[config.mk]
export PLATFORM = sky130hd
export DESIGN_NAME = hazard_scoreboard
export DESIGN_NICKNAME = d
export VERILOG_FILES = /design/src/rtl/hazard_scoreboard.sv
export SDC_FILE = /design/constraint.sdc
export NUM_CORES = 1
export LEC_CHECK = 0
export BUFFER_PORTS_ARGS = -buffer_cell sky130_fd_sc_hd__buf_2
export CORE_MARGIN = 3
export CORE_UTILIZATION = 40
export DETAILED_ROUTE_END_ITERATION = 16
export GPL_ROUTABILITY_DRIVEN = 0
export PLACE_DENSITY = 0.67
export SLEW_MARGIN = 10
export SYNTH_ARGS = -nofsm -noshare
export SYNTH_HDL_FRONTEND = slang
export SYNTH_SLANG_ARGS = --single-unit
[constraint.sdc]
create_clock -name clk -period 5.15 [get_ports clk]
set_clock_uncertainty 0.1 [all_clocks]
set_input_delay 1.03 -clock clk [delete_from_list [all_inputs] [get_ports clk]]
set_output_delay 1.03 -clock clk [all_outputs]
set_load 0.05 [all_outputs]
[src/rtl/hazard_scoreboard.sv]
// hazard_scoreboard: register scoreboard for variable-latency writes, sitting beside ID.
// Tracks outstanding long-latency destinations and derives stall, flush and
// branch-redirect controls from them. Trap/MRET flush the pipe and clear tracking.
// Optional feature: define HAZARD_PERF_CNT_EN to build the saturating stall-cycle
// counter; otherwise stall_cycles is tied to zero.

module hazard_scoreboard #(
    parameter int unsigned NUM_REGS     = 32,
    parameter int unsigned REG_AW       = 5,
    parameter int unsigned MAX_INFLIGHT = 4,
    parameter int unsigned CNT_W        = 32,
    localparam int unsigned IF_W        = $clog2(MAX_INFLIGHT + 1)
) (
    input  logic              clk,
    input  logic              rst,
    input  logic [REG_AW-1:0] rs1_ID,
    input  logic [REG_AW-1:0] rs2_ID,
    input  logic [REG_AW-1:0] rd_ID,
    input  logic              use_rs1_ID,
    input  logic              use_rs2_ID,
    input  logic              RegWrite_ID,
    input  logic              LongLat_ID,
    input  logic              valid_ID,
    input  logic              IsBranch_ID,
    input  logic              IsJAL_ID,
    input  logic              IsJALR_ID,
    input  logic              branch_result,
    input  logic              wb_valid,
    input  logic [REG_AW-1:0] wb_rd,
    input  logic              trap_taken,
    input  logic              mret_taken,
    output logic              stall,
    output logic              flush_IFID,
    output logic              flush_IDEX,
    output logic              flush_EXMEM,
    output logic              flush_MEMWB,
    output logic              branch_taken,
    output logic              sb_full,
    output logic [IF_W-1:0]   inflight,
    output logic [CNT_W-1:0]  stall_cycles
);

    // Full index space; indices 0 and >= NUM_REGS read as never busy.
    localparam int unsigned NIDX = 2 ** REG_AW;

    logic [NUM_REGS-1:1] busy_q, busy_d;
    logic [IF_W-1:0]     inflight_q, inflight_d;

    logic [NIDX-1:0] busy_vec;
    logic [NIDX-1:0] wb_vec;
    logic [NIDX-1:0] eff_vec;

    logic complete;
    logic full_q;
    logic raw, waw, full, hz;
    logic redirect;
    logic rd_trackable;
    logic issue;

    // Widen the busy set to the full index space and apply WB write-through.
    always_comb begin
        busy_vec                 = '0;
        busy_vec[NUM_REGS-1:1]   = busy_q;
        wb_vec                   = wb_valid ? (NIDX'(1) << wb_rd) : '0;
        eff_vec                  = busy_vec & ~wb_vec;
    end

    // Hazard detection and issue/completion qualification.
    always_comb begin
        complete     = wb_valid & (wb_rd != '0) & busy_vec[wb_rd];
        full_q       = (inflight_q == IF_W'(MAX_INFLIGHT));
        raw          = (use_rs1_ID & eff_vec[rs1_ID]) | (use_rs2_ID & eff_vec[rs2_ID]);
        waw          = RegWrite_ID & (rd_ID != '0) & eff_vec[rd_ID];
        full         = LongLat_ID & RegWrite_ID & full_q & ~complete;
        hz           = valid_ID & (raw | waw | full);
        // JAL redirects even while ID is held for a hazard.
        redirect     = valid_ID & ((~hz & ((IsBranch_ID & branch_result) | IsJALR_ID))
                                   | IsJAL_ID);
        // A destination outside the register file has no busy bit to clear later.
        rd_trackable = (32'(rd_ID) < NUM_REGS);
        issue        = valid_ID & RegWrite_ID & LongLat_ID & (rd_ID != '0) & rd_trackable
                       & ~hz & ~trap_taken & ~mret_taken & ~rst;
    end

    // Next busy set: completion clears, issue sets (issue wins on the same register).
    always_comb begin
        busy_d = busy_q;
        for (int unsigned r = 1; r < NUM_REGS; r++) begin
            busy_d[r] = (busy_q[r] & ~(complete & (wb_rd == REG_AW'(r))))
                        | (issue & (rd_ID == REG_AW'(r)));
        end
        inflight_d = inflight_q + IF_W'(issue) - IF_W'(complete);
    end

    // Scoreboard state; trap and MRET discard all tracking along with the flush.
    always_ff @(posedge clk) begin
        if (rst || trap_taken || mret_taken) begin
            busy_q     <= '0;
            inflight_q <= '0;
        end else begin
            busy_q     <= busy_d;
            inflight_q <= inflight_d;
        end
    end

    // Pipeline controls with priority rst > trap > mret > hazard detection.
    always_comb begin
        stall        = 1'b0;
        flush_IFID   = 1'b0;
        flush_IDEX   = 1'b0;
        flush_EXMEM  = 1'b0;
        flush_MEMWB  = 1'b0;
        branch_taken = 1'b0;
        if (rst) begin
            stall = 1'b0;
        end else if (trap_taken) begin
            flush_IFID  = 1'b1;
            flush_IDEX  = 1'b1;
            flush_EXMEM = 1'b1;
            flush_MEMWB = 1'b1;
        end else if (mret_taken) begin
            flush_IFID  = 1'b1;
            flush_IDEX  = 1'b1;
            flush_EXMEM = 1'b1;
        end else begin
            stall        = hz;
            flush_IDEX   = hz;
            branch_taken = redirect;
            flush_IFID   = redirect;
        end
    end

    assign sb_full  = ~rst & full_q;
    assign inflight = inflight_q;

`ifdef HAZARD_PERF_CNT_EN
    logic [CNT_W-1:0] stall_cnt_q;

    // Saturating count of stalled cycles, cleared only by reset.
    always_ff @(posedge clk) begin
        if (rst) begin
            stall_cnt_q <= '0;
        end else if (stall && (stall_cnt_q != '1)) begin
            stall_cnt_q <= stall_cnt_q + 1'b1;
        end
    end

    assign stall_cycles = stall_cnt_q;
`else
    assign stall_cycles = '0;
`endif

endmodule

==> metrics.yaml <==
root_buffer: "clkbuf_8"
synth_top_cells_by_count: "dfxtp_1, buf_4, o21ai_0"
hp-class: "reg2reg"
p_leak_nw: 1.38
worstSkewPairLatency_ns: 0.29
cp-start-kind: "input port"
final_antenna_net_count: 0
ys.flop_type: "dfxtp_1"
die_width_um: 101
post-cts-setup-buffers: 0
grt_max_degree: 31
crit_required_ns: 4.02
totalWireLength_um: 12800
synth-simple-area-share_pct: 22.7
synth_top_family_by_area: "compound AO/OA/AOI/OAI gates"
grt-ovfl-total: 0
synth_seq_area_share_pct: 18.7
ys_seq_elements: 34
numCtsBuffers: 5
crit_family: "simple AND/OR/NAND/NOR gates"
grt_pass1_wl_um: 19300
crit_chain: "buf_2, buf_4, inv_2, or4_1, and4_1, a211oi_2, nor3_1, a31oi_2, and4_4, a221o_1, buf_2"
num-nets-final: 508
drv_cap: 0
antenna_found_initial: 0
outcome: "complete, no violations"
hpwl_um: 9340
synth_edf_count: 0
drive_above_1_share_pct: 21.5
min_period_ns: 5.11
synth_area_um2: 3640
antenna_cells: 0
port_buffers: 43
synth_top_area_cell: "dfxtp_1"
rsz0062_at_grt: "false"
row_count: 34
fillers: 868
cts_hold_buf: 0
hold_viol_final: 0
clockBufferDepth: 2
synthArstFlopShare_pct: 0
routed_via_density: 6.99
start_util_pct: 41.5
setup_slack_ns: 0.0445
grt_usage_pct: 24.0
synthMuxAreaShare_pct: 12.9
synth_compound_area_share_pct: 29.8
first_iter_violations: 927
pre_cts_ws_ns: 0.157
grt_pass1_vias: 3526
pwr_density_cell_nw_per_um2: 180
wl_per_cell_um: 22.1
path_class: "in2out"
period_share_pct: 99.1
max_stage_delay_ns: 0.51
synth_top_cell_area_share_pct: 18.7
cts_tree: "done"
critPathMostFrequentCell: "buf_2"
synth_most_common_cell: "dfxtp_1"
synthAdderAreaFrac_pct: 1.24
dieArea_um2: 10300
finalSetupTns_ns: 0
design.core.area_um2: 8760
clock_sink_count: 34
cts.clk_slew.worst_paths_ns: 0.06
slew_headroom_pct: 47.1
areaGrowthSynthToFinish_pct: 6.06
remaining_drc_errors: 0
critPathBufInv: 4
synth.avg_cell_area_um2: 8.19
synth_cell_types: 83
place_area_um2: 3770
drt_pass1_iterations: 6
netlist_instances: 444
arrival_ns: 3.98
setup_violations: 0
design_area_um2: 3860
maxSlewViolCount: 0
num_io_pins: 76
critical_path_peak_fanout: 19
synth_area_leaders: "dfxtp_1, buf_4, mux2i_1"
htree_levels: 2
cts_resized: 0
ir_drop_v: 0.0000773
worst_pin_slew_ns: 0.785
synth-warning-count: 0
fp.dieH_um: 101
critical-path-slowest-cell: "or4_1"
worstSetupEndpointType: "primary output"
synth-xor-area-share_pct: 1.20
fmax_mhz: 196
vias: 4040
-- cell families after synthesis --
family,Yosys count
mux,37
xor+xnor,5
other cells,1
flops,34
fa+ha+maj,3
simple gates,139
buf+inv,79
compound gates,146
-- report_power, final --
| group | switching, W | internal [W] |
|---|---|---|
| clock network | 0.0000960 | 0.000103 |
| registers | 0.000000417 | 0.000263 |
| logic | 0.000170 | 0.0000591 |
-- state kept, by name, indices dropped and copies added, names as in the netlist --
signal,count
busy_q,31
inflight,3
-- per-layer routing --
metal | global-route usage, % | vias to the layer above | share of wire [%]
li1 | - | 1715 | -
met1 | 32.4 | 1851 | 38
met2 | 36.1 | 395 | 43
met3 | 5.79 | 79 | 14
met4 | 10.9 | 0 | 4.8
met5 | 0 | - | 0
-- worst register-to-register path: cells and delay by family (launching register included) --
kind	cells	cell delay, ns
flip-flops	1	0.45
adder cells (fa/ha/maj)	3	0.81
XOR/XNOR	2	0.31
multiplexers	1	0.10
AO/OA/AOI/OAI	2	0.63
AND/OR/NAND/NOR	6	1.23
buffers and inverters	2	0.10
-- area by class of cell --
class                      count  area, µm²  share of cell area [%]
timing repair buffer          58        328                    8.50
tap                          108        135                    3.50
sequential                    34        681                    17.7
inverter                      10       37.5                   0.973
multi-input combinational    362       2590                    67.2
clock buffer                   6       82.6                    2.14
-- worst paths after layout --
path | cells past startpoint | slack [ns] | from | end
setup / recovery | 11 | 0.04 | wb_rd[1] | flush_IFID
hold / removal | 2 | 0.46 | inflight[2] | inflight[2]
hold reg to reg | 2 | 0.46 | inflight[2] | inflight[2]
setup reg to reg | 16 | 1.29 | busy_q[2] | inflight[2]
-- through the flow --
step,utilization [%],hold WS (ns),cells,total power (W)
6_report,44.0,0.464,578,0.000692
5_1_grt,44.0,0.505,578,0.000715
4_1_cts,44.0,0.473,578,0.000686
3_5_place_dp,43.1,0.455,572,0.000490
3_3_place_gp,43.1,0.432,572,0.000489
2_1_floorplan,-,0.398,475,0.000457
-- cell usage in the layout (no fill, tap or decap), types with 9 or more instances in the layout --
cell type and instances:
buf_2 43, dfxtp_1 34, conb_1 32, o21ai_0 30, nor2_1 28, mux2i_1 22
nand2_1 19, o22ai_1 16, buf_4 15, o211ai_1 14, nand2b_1 13, nand3_1 12
a21oi_1 10, nor2b_1 9, nor3_1 9, o22ai_2 9
Note: power is estimated with default switching activity, not from simulation.
